$ cat src/rtl/imem_boot_pkg.sv
// Shared constants for the instruction-memory boot loader: state encoding,
// header length, write mask and the byte-lane insert helper.
package imem_boot_pkg;

    localparam logic [2:0] StIdle  = 3'd0;
    localparam logic [2:0] StHdr   = 3'd1;
    localparam logic [2:0] StData  = 3'd2;
    localparam logic [2:0] StCsum  = 3'd3;
    localparam logic [2:0] StDone  = 3'd4;
    localparam logic [2:0] StError = 3'd5;

    localparam int unsigned HdrBytes = 4;
    localparam logic [3:0]  WordMask = 4'hF;

    typedef logic [31:0] word_t;

    // Little-endian placement: lane 0 lands in bits [7:0].
    function automatic word_t insert_byte(input word_t word, input logic [1:0] lane,
                                          input logic [7:0] data);
        word_t w;
        w = word;
        w[{lane, 3'b000} +: 8] = data;
        return w;
    endfunction

endpackage

$ cat src/rtl/imem_word_assembler.sv
// Collects four accepted bytes into a little-endian 32-bit word; done_o and
// word_o are combinational so the consumer sees the full word on the 4th byte.
module imem_word_assembler
    import imem_boot_pkg::*;
(
    input  logic        clk_i,
    input  logic        rst_i,
    input  logic        clear_i,
    input  logic        valid_i,
    input  logic [7:0]  byte_i,
    output logic [31:0] word_o,
    output logic        done_o
);

    localparam int unsigned LaneW = $clog2(HdrBytes);

    logic [LaneW-1:0] lane_q, lane_d;
    word_t            word_q, word_d;

    always_comb begin
        word_o = insert_byte(word_q, lane_q, byte_i);
        done_o = valid_i && (lane_q == LaneW'(HdrBytes - 1));
        lane_d = lane_q;
        word_d = word_q;
        if (clear_i) begin
            lane_d = '0;
        end else if (valid_i) begin
            lane_d = lane_q + LaneW'(1);
            word_d = word_o;
        end
    end

    always_ff @(posedge clk_i or posedge rst_i) begin
        if (rst_i) begin
            lane_q <= '0;
            word_q <= '0;
        end else begin
            lane_q <= lane_d;
            word_q <= word_d;
        end
    end

endmodule

$ cat src/rtl/imem_boot_ctrl.sv
// Boot loader: length-prefixed byte stream -> instruction memory writes, with
// CPU pause/restart. Optional trailer checksum under IMEM_BOOT_CHECKSUM_EN.
module imem_boot_ctrl
    import imem_boot_pkg::*;
#(
    parameter int unsigned SIZE      = 1024,
    parameter logic [31:0] BASE_ADDR = 32'h0000_0000,
    parameter bit          AUTO_BOOT = 1'b1
) (
    input  logic        clk_i,
    input  logic        rst_i,
    input  logic        boot_req_i,
    input  logic [7:0]  rx_data_i,
    input  logic        rx_valid_i,
    output logic        rx_ready_o,
    output logic        imem_we_o,
    output logic [31:0] imem_waddr_o,
    output logic [31:0] imem_wdata_o,
    output logic [3:0]  imem_wmask_o,
    output logic        cpu_pause_o,
    output logic        cpu_restart_o,
    output logic        boot_busy_o,
    output logic        boot_err_o
);

`ifdef IMEM_BOOT_CHECKSUM_EN
    localparam logic [2:0] StPostData = StCsum;
`else
    localparam logic [2:0] StPostData = StDone;
`endif
    localparam logic [2:0] StReset = AUTO_BOOT ? StHdr : StIdle;

    logic [2:0]  state_q, state_d;
    logic [31:0] word_cnt_q, word_cnt_d;
    logic [31:0] addr_q, addr_d;
    logic [31:0] waddr_q, waddr_d;
    logic [31:0] wdata_q, wdata_d;
    logic        we_q, we_d;
    logic        rx_ready_q, rx_ready_d;
    logic        busy_q, busy_d;
    logic        err_q, err_d;
    logic        pause_q, pause_d;
    logic        restart_q, restart_d;
`ifdef IMEM_BOOT_CHECKSUM_EN
    logic [31:0] csum_q, csum_d;
`endif

    logic        accept;
    logic        asm_clear;
    logic        asm_done;
    logic [31:0] asm_word;

    assign accept    = rx_valid_i && rx_ready_q;
    assign asm_clear = !(state_q == StHdr || state_q == StData || state_q == StCsum);

    imem_word_assembler u_asm (
        .clk_i   (clk_i),
        .rst_i   (rst_i),
        .clear_i (asm_clear),
        .valid_i (accept),
        .byte_i  (rx_data_i),
        .word_o  (asm_word),
        .done_o  (asm_done)
    );

    always_comb begin
        state_d    = state_q;
        word_cnt_d = word_cnt_q;
        addr_d     = addr_q;
        waddr_d    = waddr_q;
        wdata_d    = wdata_q;
        we_d       = 1'b0;
`ifdef IMEM_BOOT_CHECKSUM_EN
        csum_d     = csum_q;
`endif
        unique case (state_q)
            StIdle: begin
                if (boot_req_i) state_d = StHdr;
            end
            StHdr: begin
                if (asm_done) begin
                    word_cnt_d = asm_word;
                    addr_d     = BASE_ADDR;
`ifdef IMEM_BOOT_CHECKSUM_EN
                    csum_d     = '0;
`endif
                    if (asm_word == '0) begin
                        state_d = StPostData;
                    end else if (asm_word > 32'(SIZE)) begin
                        state_d = StError;
                    end else begin
                        state_d = StData;
                    end
                end
            end
            StData: begin
                if (asm_done) begin
                    we_d       = 1'b1;
                    waddr_d    = addr_q;
                    wdata_d    = asm_word;
                    addr_d     = addr_q + 32'd4;
                    word_cnt_d = word_cnt_q - 32'd1;
`ifdef IMEM_BOOT_CHECKSUM_EN
                    csum_d     = csum_q + asm_word;
`endif
                end else if (word_cnt_q == '0) begin
                    // Final write is on the bus this cycle; leave afterwards.
                    state_d = StPostData;
                end
            end
`ifdef IMEM_BOOT_CHECKSUM_EN
            StCsum: begin
                if (asm_done) state_d = (asm_word == csum_q) ? StDone : StError;
            end
`endif
            StDone: begin
                state_d = boot_req_i ? StHdr : StIdle;
            end
            StError: begin
                if (boot_req_i) state_d = StHdr;
            end
            default: begin
                state_d = StIdle;
            end
        endcase

        // Status outputs are registered from the next state so they track
        // state_q, except right after reset where they hold reset values.
        busy_d     = (state_d == StHdr) || (state_d == StData) || (state_d == StCsum);
        rx_ready_d = (state_d == StHdr) || (state_d == StCsum) ||
                     ((state_d == StData) && (word_cnt_d != '0));
        err_d      = (state_d == StError);
        pause_d    = (state_d != StIdle);
        restart_d  = (state_d == StDone);
    end

    always_ff @(posedge clk_i or posedge rst_i) begin
        if (rst_i) begin
            state_q    <= StReset;
            word_cnt_q <= '0;
            addr_q     <= BASE_ADDR;
            waddr_q    <= BASE_ADDR;
            wdata_q    <= '0;
            we_q       <= 1'b0;
            rx_ready_q <= 1'b0;
            busy_q     <= 1'b0;
            err_q      <= 1'b0;
            pause_q    <= 1'b1;
            restart_q  <= 1'b0;
        end else begin
            state_q    <= state_d;
            word_cnt_q <= word_cnt_d;
            addr_q     <= addr_d;
            waddr_q    <= waddr_d;
            wdata_q    <= wdata_d;
            we_q       <= we_d;
            rx_ready_q <= rx_ready_d;
            busy_q     <= busy_d;
            err_q      <= err_d;
            pause_q    <= pause_d;
            restart_q  <= restart_d;
        end
    end

`ifdef IMEM_BOOT_CHECKSUM_EN
    always_ff @(posedge clk_i or posedge rst_i) begin
        if (rst_i) begin
            csum_q <= '0;
        end else begin
            csum_q <= csum_d;
        end
    end
`endif

    assign rx_ready_o    = rx_ready_q;
    assign imem_we_o     = we_q;
    assign imem_waddr_o  = waddr_q;
    assign imem_wdata_o  = wdata_q;
    assign imem_wmask_o  = we_q ? WordMask : 4'h0;
    assign cpu_pause_o   = pause_q;
    assign cpu_restart_o = restart_q;
    assign boot_busy_o   = busy_q;
    assign boot_err_o    = err_q;

endmodule

$ cat config.mk
export PLATFORM = sky130hd
export DESIGN_NAME = imem_boot_ctrl
export DESIGN_NICKNAME = d
export VERILOG_FILES = /design/src/rtl/imem_boot_pkg.sv /design/src/rtl/imem_word_assembler.sv /design/src/rtl/imem_boot_ctrl.sv
export SDC_FILE = /design/constraint.sdc
export NUM_CORES = 1
export LEC_CHECK = 0
export CAP_MARGIN = 20
export CORE_MARGIN = 4
export CORE_UTILIZATION = 45
export DETAILED_ROUTE_END_ITERATION = 10
export PLACE_DENSITY = 0.68
export REMOVE_ABC_BUFFERS = 1
export SYNTH_ARGS = -nofsm -noshare
export SYNTH_HDL_FRONTEND = slang
export SYNTH_SLANG_ARGS = --single-unit
$ cat constraint.sdc
create_clock -name clk_i -period 8.3 [get_ports clk_i]
set_input_delay 1.245 -clock clk_i [delete_from_list [all_inputs] [get_ports clk_i]]
set_output_delay 1.245 -clock clk_i [all_outputs]
set_load 0.005 [all_outputs]
==> results of run 1 <==
## final timing paths
| check | to | slack (ns) | cells after the start |
|---|---|---|---|
| hold / removal | u_asm.word_q[30] | 0.47 | 2 |
| max in group asynchronous | imem_waddr_o[2] | 5.52 | 3 |
| hold reg to reg | u_asm.word_q[30] | 0.47 | 2 |
| min in group asynchronous | imem_wdata_o[3] | 1.39 | 2 |
| setup reg to reg | rx_ready_o | 3.53 | 12 |
| setup / recovery | rx_ready_o | 3.19 | 12 |
## registers in the layout, summed over array words and instances (netlist names)
register,flops
cpu_restart_o,1
rx_ready_o,1
imem_wdata_o,32
boot_busy_o,1
u_asm.lane_q,2
addr_q,30
imem_waddr_o,30
word_cnt_q,32
boot_err_o,1
imem_we_o,1
state_q,3
u_asm.word_q,32
cpu_pause_o,1
## placed cells by master, fill, tap and decap left out, drive strengths merged, types with 6 or more instances in the layout
master | netlist | final
a21oi | 34 | 34
a31oi | 10 | 10
and3 | 11 | 11
buf | 13 | 7
clkbuf | 41 | 20
clkdlybuf4s50 | 0 | 83
clkinv | 0 | 6
dfrtp | 165 | 165
ha | 7 | 7
inv | 12 | 12
mux2i | 7 | 7
nand2 | 209 | 209
nand2b | 7 | 7
nand3 | 35 | 35
nand4 | 7 | 7
nor2 | 45 | 45
nor2b | 28 | 28
nor3 | 18 | 18
nor3b | 8 | 8
nor4 | 8 | 8
o211ai | 20 | 20
o21ai | 101 | 101
o31ai | 7 | 7
or3 | 7 | 7
or4 | 11 | 11
## metrics by stage
| step | hold WS (ns) | area [µm²] | worst slack [ns] | std cells |
|---|---|---|---|---|
| after floorplan | 0.442 | 7870 | 2.54 | 837 |
| after global placement | 0.453 | 9050 | 2.88 | 1152 |
| after detailed placement | 0.463 | 9050 | 2.70 | 1152 |
| after CTS | 0.478 | 9620 | 3.17 | 1182 |
| after global routing | 0.494 | 9620 | 2.93 | 1182 |
| final | 0.471 | 9620 | 3.19 | 1182 |
## worst max-delay path: stages
cell and delay, ns:
clkdlybuf4s50_1 0.44, and3_1 0.36, nand2_4 0.71, inv_1 0.33, buf_4 0.34, nand3_1 0.11, o211ai_1 0.10, or4b_1 0.56
nor4b_1 0.41, nand4_1 0.16, or3_1 0.37, o31a_1 0.27
## layer usage
| layer | GRT usage [%] | wire, µm | up-vias |
|---|---|---|---|
| met4 | 8.64 | 622 | 0 |
| met1 | 30.2 | 9780 | 3214 |
| met2 | 33.0 | 9630 | 235 |
| met3 | 4.54 | 1220 | 38 |
| li1 | - | - | 3268 |
| met5 | 0 | 0 | - |
## power groups by stage
| stage | logic [mW] | registers, mW | clock network (mW) |
|---|---|---|---|
| finish | 1.21 | 1.07 | 0.781 |
| global route | 1.33 | 1.09 | 0.833 |
| CTS | 1.19 | 1.06 | 0.796 |
| detailed placement | 1.18 | 1.08 | 0 |
| global placement | 1.17 | 1.08 | 0 |
| floorplan | 0.856 | 1.04 | 0 |
## cells by family (layout without fill, tap and decap cells)
logic type	after synthesis	after routing	synth area share [%]
xor gates and xnor gates	4	4	0.433
muxes	8	8	1.00
DFF	167	167	51.7
adders and majority gates	7	7	1.08
buffers and inverters	66	132	3.37
and+or+nand+nor	417	417	25.6
AOI/OAI and AO/OA	220	220	16.8
other	1	2	0.0463
## cell type report
| class | count | area (µm²) |
|---|---|---|
| clock inverter | 10 | 131 |
| tap | 225 | 282 |
| fill | 1582 | 7860 |
| multi-input combinational | 658 | 3650 |
| sequential | 167 | 4180 |
| timing repair buffer | 90 | 883 |
| inverter | 12 | 50.0 |
| clock buffer | 20 | 437 |
==> results.ini, run 1 <==
[finish]
final_nets = 965
synthToLayoutAreaGrowth_pct = 18.8
n_antenna_cell = 0
final_util_pct = 55.0
drive_above_1_share_pct = 6.27

[pwr]
switching_share_pct = 39.6
clkPwrFrac_pct = 25.6
p_switching_mw = 1.21
peakVddDrop_v = 0.000210
power_frac_seq_pct = 34.9
power.leakage_nw = 4.29
p_total_mw = 3.06
p_int_mw = 1.85
p_comb_share_pct = 39.5
powerDensity_nw_per_um2 = 318

[sta]
rsz0062_at_grt = no
worst_pin_slew_ns = 0.948
max-slew-margin-rel_pct = 36.8
hold_viol_final = 0
tns_ns = 0
skew_ns = 0.0141
fmax_mhz = 196
period_minus_slack_ns = 5.11
timing.final.crit_share_pct = 61.6
slew_violations = 0
setup_violations = 0

[drt]
vias = 6755
routed_via_density = 5.71
first_iter_violations = 595
firstDrtPassIters = 5
final_antenna_net_count = 0
route.detailed.drc = 0
routed_wl_mm = 21.3
routedWlPerCell_um = 18.0

[worst_setup_path]
worstSetupEndpointType = flip-flop
worstSetupPathType = input pin to flip-flop
startpoint = rx_valid_i
worstPathRequired_ns = 8.61
critPathMaxFanout = 98
startpoint_type = input pin
r2r_start = u_asm.lane_q[0]
crit_arrival_ns = 5.42

[floorplanning]
coreArea_um2 = 17500
start_util_pct = 46.3
num_rows = 48
io_pins = 86
die_y_um = 142
die-area_um2 = 20200
die_w_um = 142

[logic_synthesis]
seq_area_frac_synth_pct = 51.7
ys_async_sr_fraction_pct = 100
post-synth-top-count-cell = nand2_1
synth_top_area_share_pct = 51.0
synth-edff-count = 0
syn_inst = 890
syn_area_um2 = 8100
yosysTopAreaCell = dfrtp_1
synth.area.top_cells = dfrtp_1 (51%), nand2_1 (9.6%), o21ai_0 (6.2%)
yosys_warnings = 0
synthFlopType = dfrtp_1
ys_seq_elements = 167
ys_types = 75
synthTopCellsByCount = nand2_1 (208), dfrtp_1 (165), o21ai_0 (100)
avgSynthCellArea_um2 = 9.10

[clock_tree]
clkSinkCount = 167
cts_tree = yes
cts_hold_buffers = 0
clk_pin_slew_ns = 0.06
cts_max_path_buffers = 2
clk_latency_ns = 0.43
ctsResizeCount = 0
cts_buffers = 17
htree_levels = 4
root_buffer = clkbuf_16
post_cts_buffers = 0

[global_route]
grt_usage_pct = 21.6
grt_start_max_net_pins = 103
grt_pass1_wl_mm = 34.6
antenna_found_initial = 0
overflow = 0
grt_pass1_vias = 6416

[min_path]
worstHoldPathType = flip-flop to flip-flop
worstHoldStart = u_asm.word_q[30]

[placed_design]
gp_congestion = 0.936
io_buffers = 83
hpwlAfterDp_mm = 14.6

[job]
drv_cap = 0

[outcome]
status = complete, no violations

Note: power is estimated with default switching activity, not from simulation.
==> inputs of run 2 (changes only) <==
clock period = 5.2 ns   (was 8.3 ns; I/O delays follow)
==> run 2 against run 1 <==
  * Power up 58%
  * Clock power up 56%
  * Combinational power up 57%
==> results.ini, run 2 (same netlist as run 1, synthesis figures left out) <==
[global_route]
grt_usage_pct = 21.7  ; +0.095 points
overflow = 0  ; unchanged
grt_start_max_net_pins = 101  ; -1.9%
antenna_found_initial = 0  ; unchanged
grt_pass1_wl_mm = 35.0  ; +1.2%
grt_pass1_vias = 6477  ; +0.95%

[drt]
first_iter_violations = 496  ; -17%
firstDrtPassIters = 5  ; unchanged
routed_wl_mm = 21.1  ; -0.72%
route.detailed.drc = 0  ; unchanged
routedWlPerCell_um = 17.8  ; -1.2%
routed_via_density = 5.68  ; -0.65%
vias = 6745  ; -0.15%
final_antenna_net_count = 0  ; unchanged

[placed_design]
io_buffers = 83  ; unchanged
dp_worst_setup_slack_ns = 0.701  ; -1.99 ns
hpwlAfterDp_mm = 14.7  ; +0.70%
gp_congestion = 0.943  ; +0.75%

[worst_setup_path]
worstPathRequired_ns = 5.51  ; -3.10 ns
startpoint_type = flip-flop
worstSetupEndpointType = flip-flop
crit_arrival_ns = 4.62  ; -0.80 ns
worstSetupPathType = flip-flop to flip-flop
critPathMaxFanout = 32  ; -67%

[sta]
rsz0062_at_grt = no
worst_pin_slew_ns = 1.07  ; +0.122 ns
slew_violations = 0  ; unchanged
fmax_mhz = 232
period_minus_slack_ns = 4.31
max-slew-margin-rel_pct = 28.6  ; -8.2 points
timing.final.crit_share_pct = 82.9
fin_hold_ws_ns = 0.470  ; -0.000934 ns
skew_ns = 0.00908  ; -0.00504 ns
setup_slack_ns = 0.889  ; -2.30 ns
setup_violations = 0  ; unchanged
hold_viol_final = 0  ; unchanged

[floorplanning]
die-area_um2 = 20200  ; unchanged
io_pins = 86  ; unchanged
die_w_um = 142  ; unchanged
num_rows = 48  ; unchanged
die_y_um = 142  ; unchanged
start_util_pct = 46.3  ; unchanged
coreArea_um2 = 17500  ; unchanged

[finish]
drive_above_1_share_pct = 7.06  ; +0.79 points
final_nets = 970  ; +0.52%
layout_common_cells = nand2_1 (207), dfrtp_1 (165), o21ai_0 (100), clkdlybuf4s50_1 (83), nor2_1 (43)
synthToLayoutAreaGrowth_pct = 19.2
final_common_cell = nand2_1
n_antenna_cell = 0  ; unchanged

[clock_tree]
clk_pin_slew_ns = 0.06  ; about the same
htree_levels = 4  ; unchanged
clk_latency_ns = 0.43  ; about the same
root_buffer = clkbuf_16
clkSinkCount = 167  ; unchanged
cts_hold_buffers = 0  ; unchanged
cts_buffers = 17  ; unchanged
post_cts_buffers = 0  ; unchanged
ctsResizeCount = 0  ; unchanged
cts_tree = yes
cts_max_path_buffers = 2  ; unchanged

[job]
drv_cap = 0  ; unchanged

[outcome]
status = complete, no violations

[pwr]
peakVddDrop_v = 0.000309  ; +47%
p_total_mw = 4.83  ; +58%
power.leakage_nw = 4.29  ; +0.15%
powerDensity_nw_per_um2 = 500  ; +57%

[min_path]
worstHoldPathType = flip-flop to flip-flop

## run 2: stage by stage
step	setup TNS, ns	utilization [%]	cells	cell area (µm²)
after floorplan	-15.69	-	837	7870
after global placement	0	52.0	1157	9090
after detailed placement	0	52.0	1157	9090
after CTS	0	55.2	1188	9650
after global routing	0	55.2	1188	9650
final	0	55.2	1188	9650
## run 2: final timing paths
check	start	depth (start not counted)	slack, ns	end
worst max-delay path	u_asm.lane_q[0]	10	0.89	rx_ready_o
min in group asynchronous	rst_i	2	0.91	imem_wdata_o[0]
worst min-delay path	imem_waddr_o[14]	2	0.47	imem_waddr_o[14]
worst min register to register	imem_waddr_o[14]	2	0.47	imem_waddr_o[14]
max in group asynchronous	rst_i	3	3.21	word_cnt_q[23]
worst max register to register	u_asm.lane_q[0]	10	0.89	rx_ready_o
## run 2: worst max-delay path: stages, from the launching register on
cell	delay, ns
dfrtp_1	0.49
ha_1	0.52
and3_1	0.58
nand2_4	0.32
o311ai_1	0.37
o211ai_1	0.15
or4b_1	0.57
nor4b_1	0.38
nand4_1	0.15
or3_1	0.38
o31a_1	0.29
## run 2: layout make-up
cell class,instances,area (µm²)
Tap cell,225,282
Fill cell,1585,7830
Inverter,12,50.0
Sequential cell,167,4180
Multi-Input combinational cell,658,3650
Clock inverter,10,95.1
Clock buffer,21,470
Timing Repair Buffer,95,921
## run 2: where the power goes
part / internal, mW / leakage, nW / switching (mW)
Combinational: 0.706 / 1.73 / 1.19
Sequential: 1.50 / 2.30 / 0.202
Clock: 0.695 / 0.264 / 0.527
Total: 2.90 / 4.29 / 1.92
## run 2: per-layer routing
metal | wire (µm) | vias to the layer above | part of all wire [%] | track usage [%]
met2 | 9650 | 208 | 46 | 33.5
met4 | 460 | 0 | 2.2 | 6.97
met5 | 0 | - | 0 | 0
met3 | 1040 | 26 | 4.9 | 4.07
met1 | 9950 | 3224 | 47 | 31.0
li1 | - | 3287 | - | -
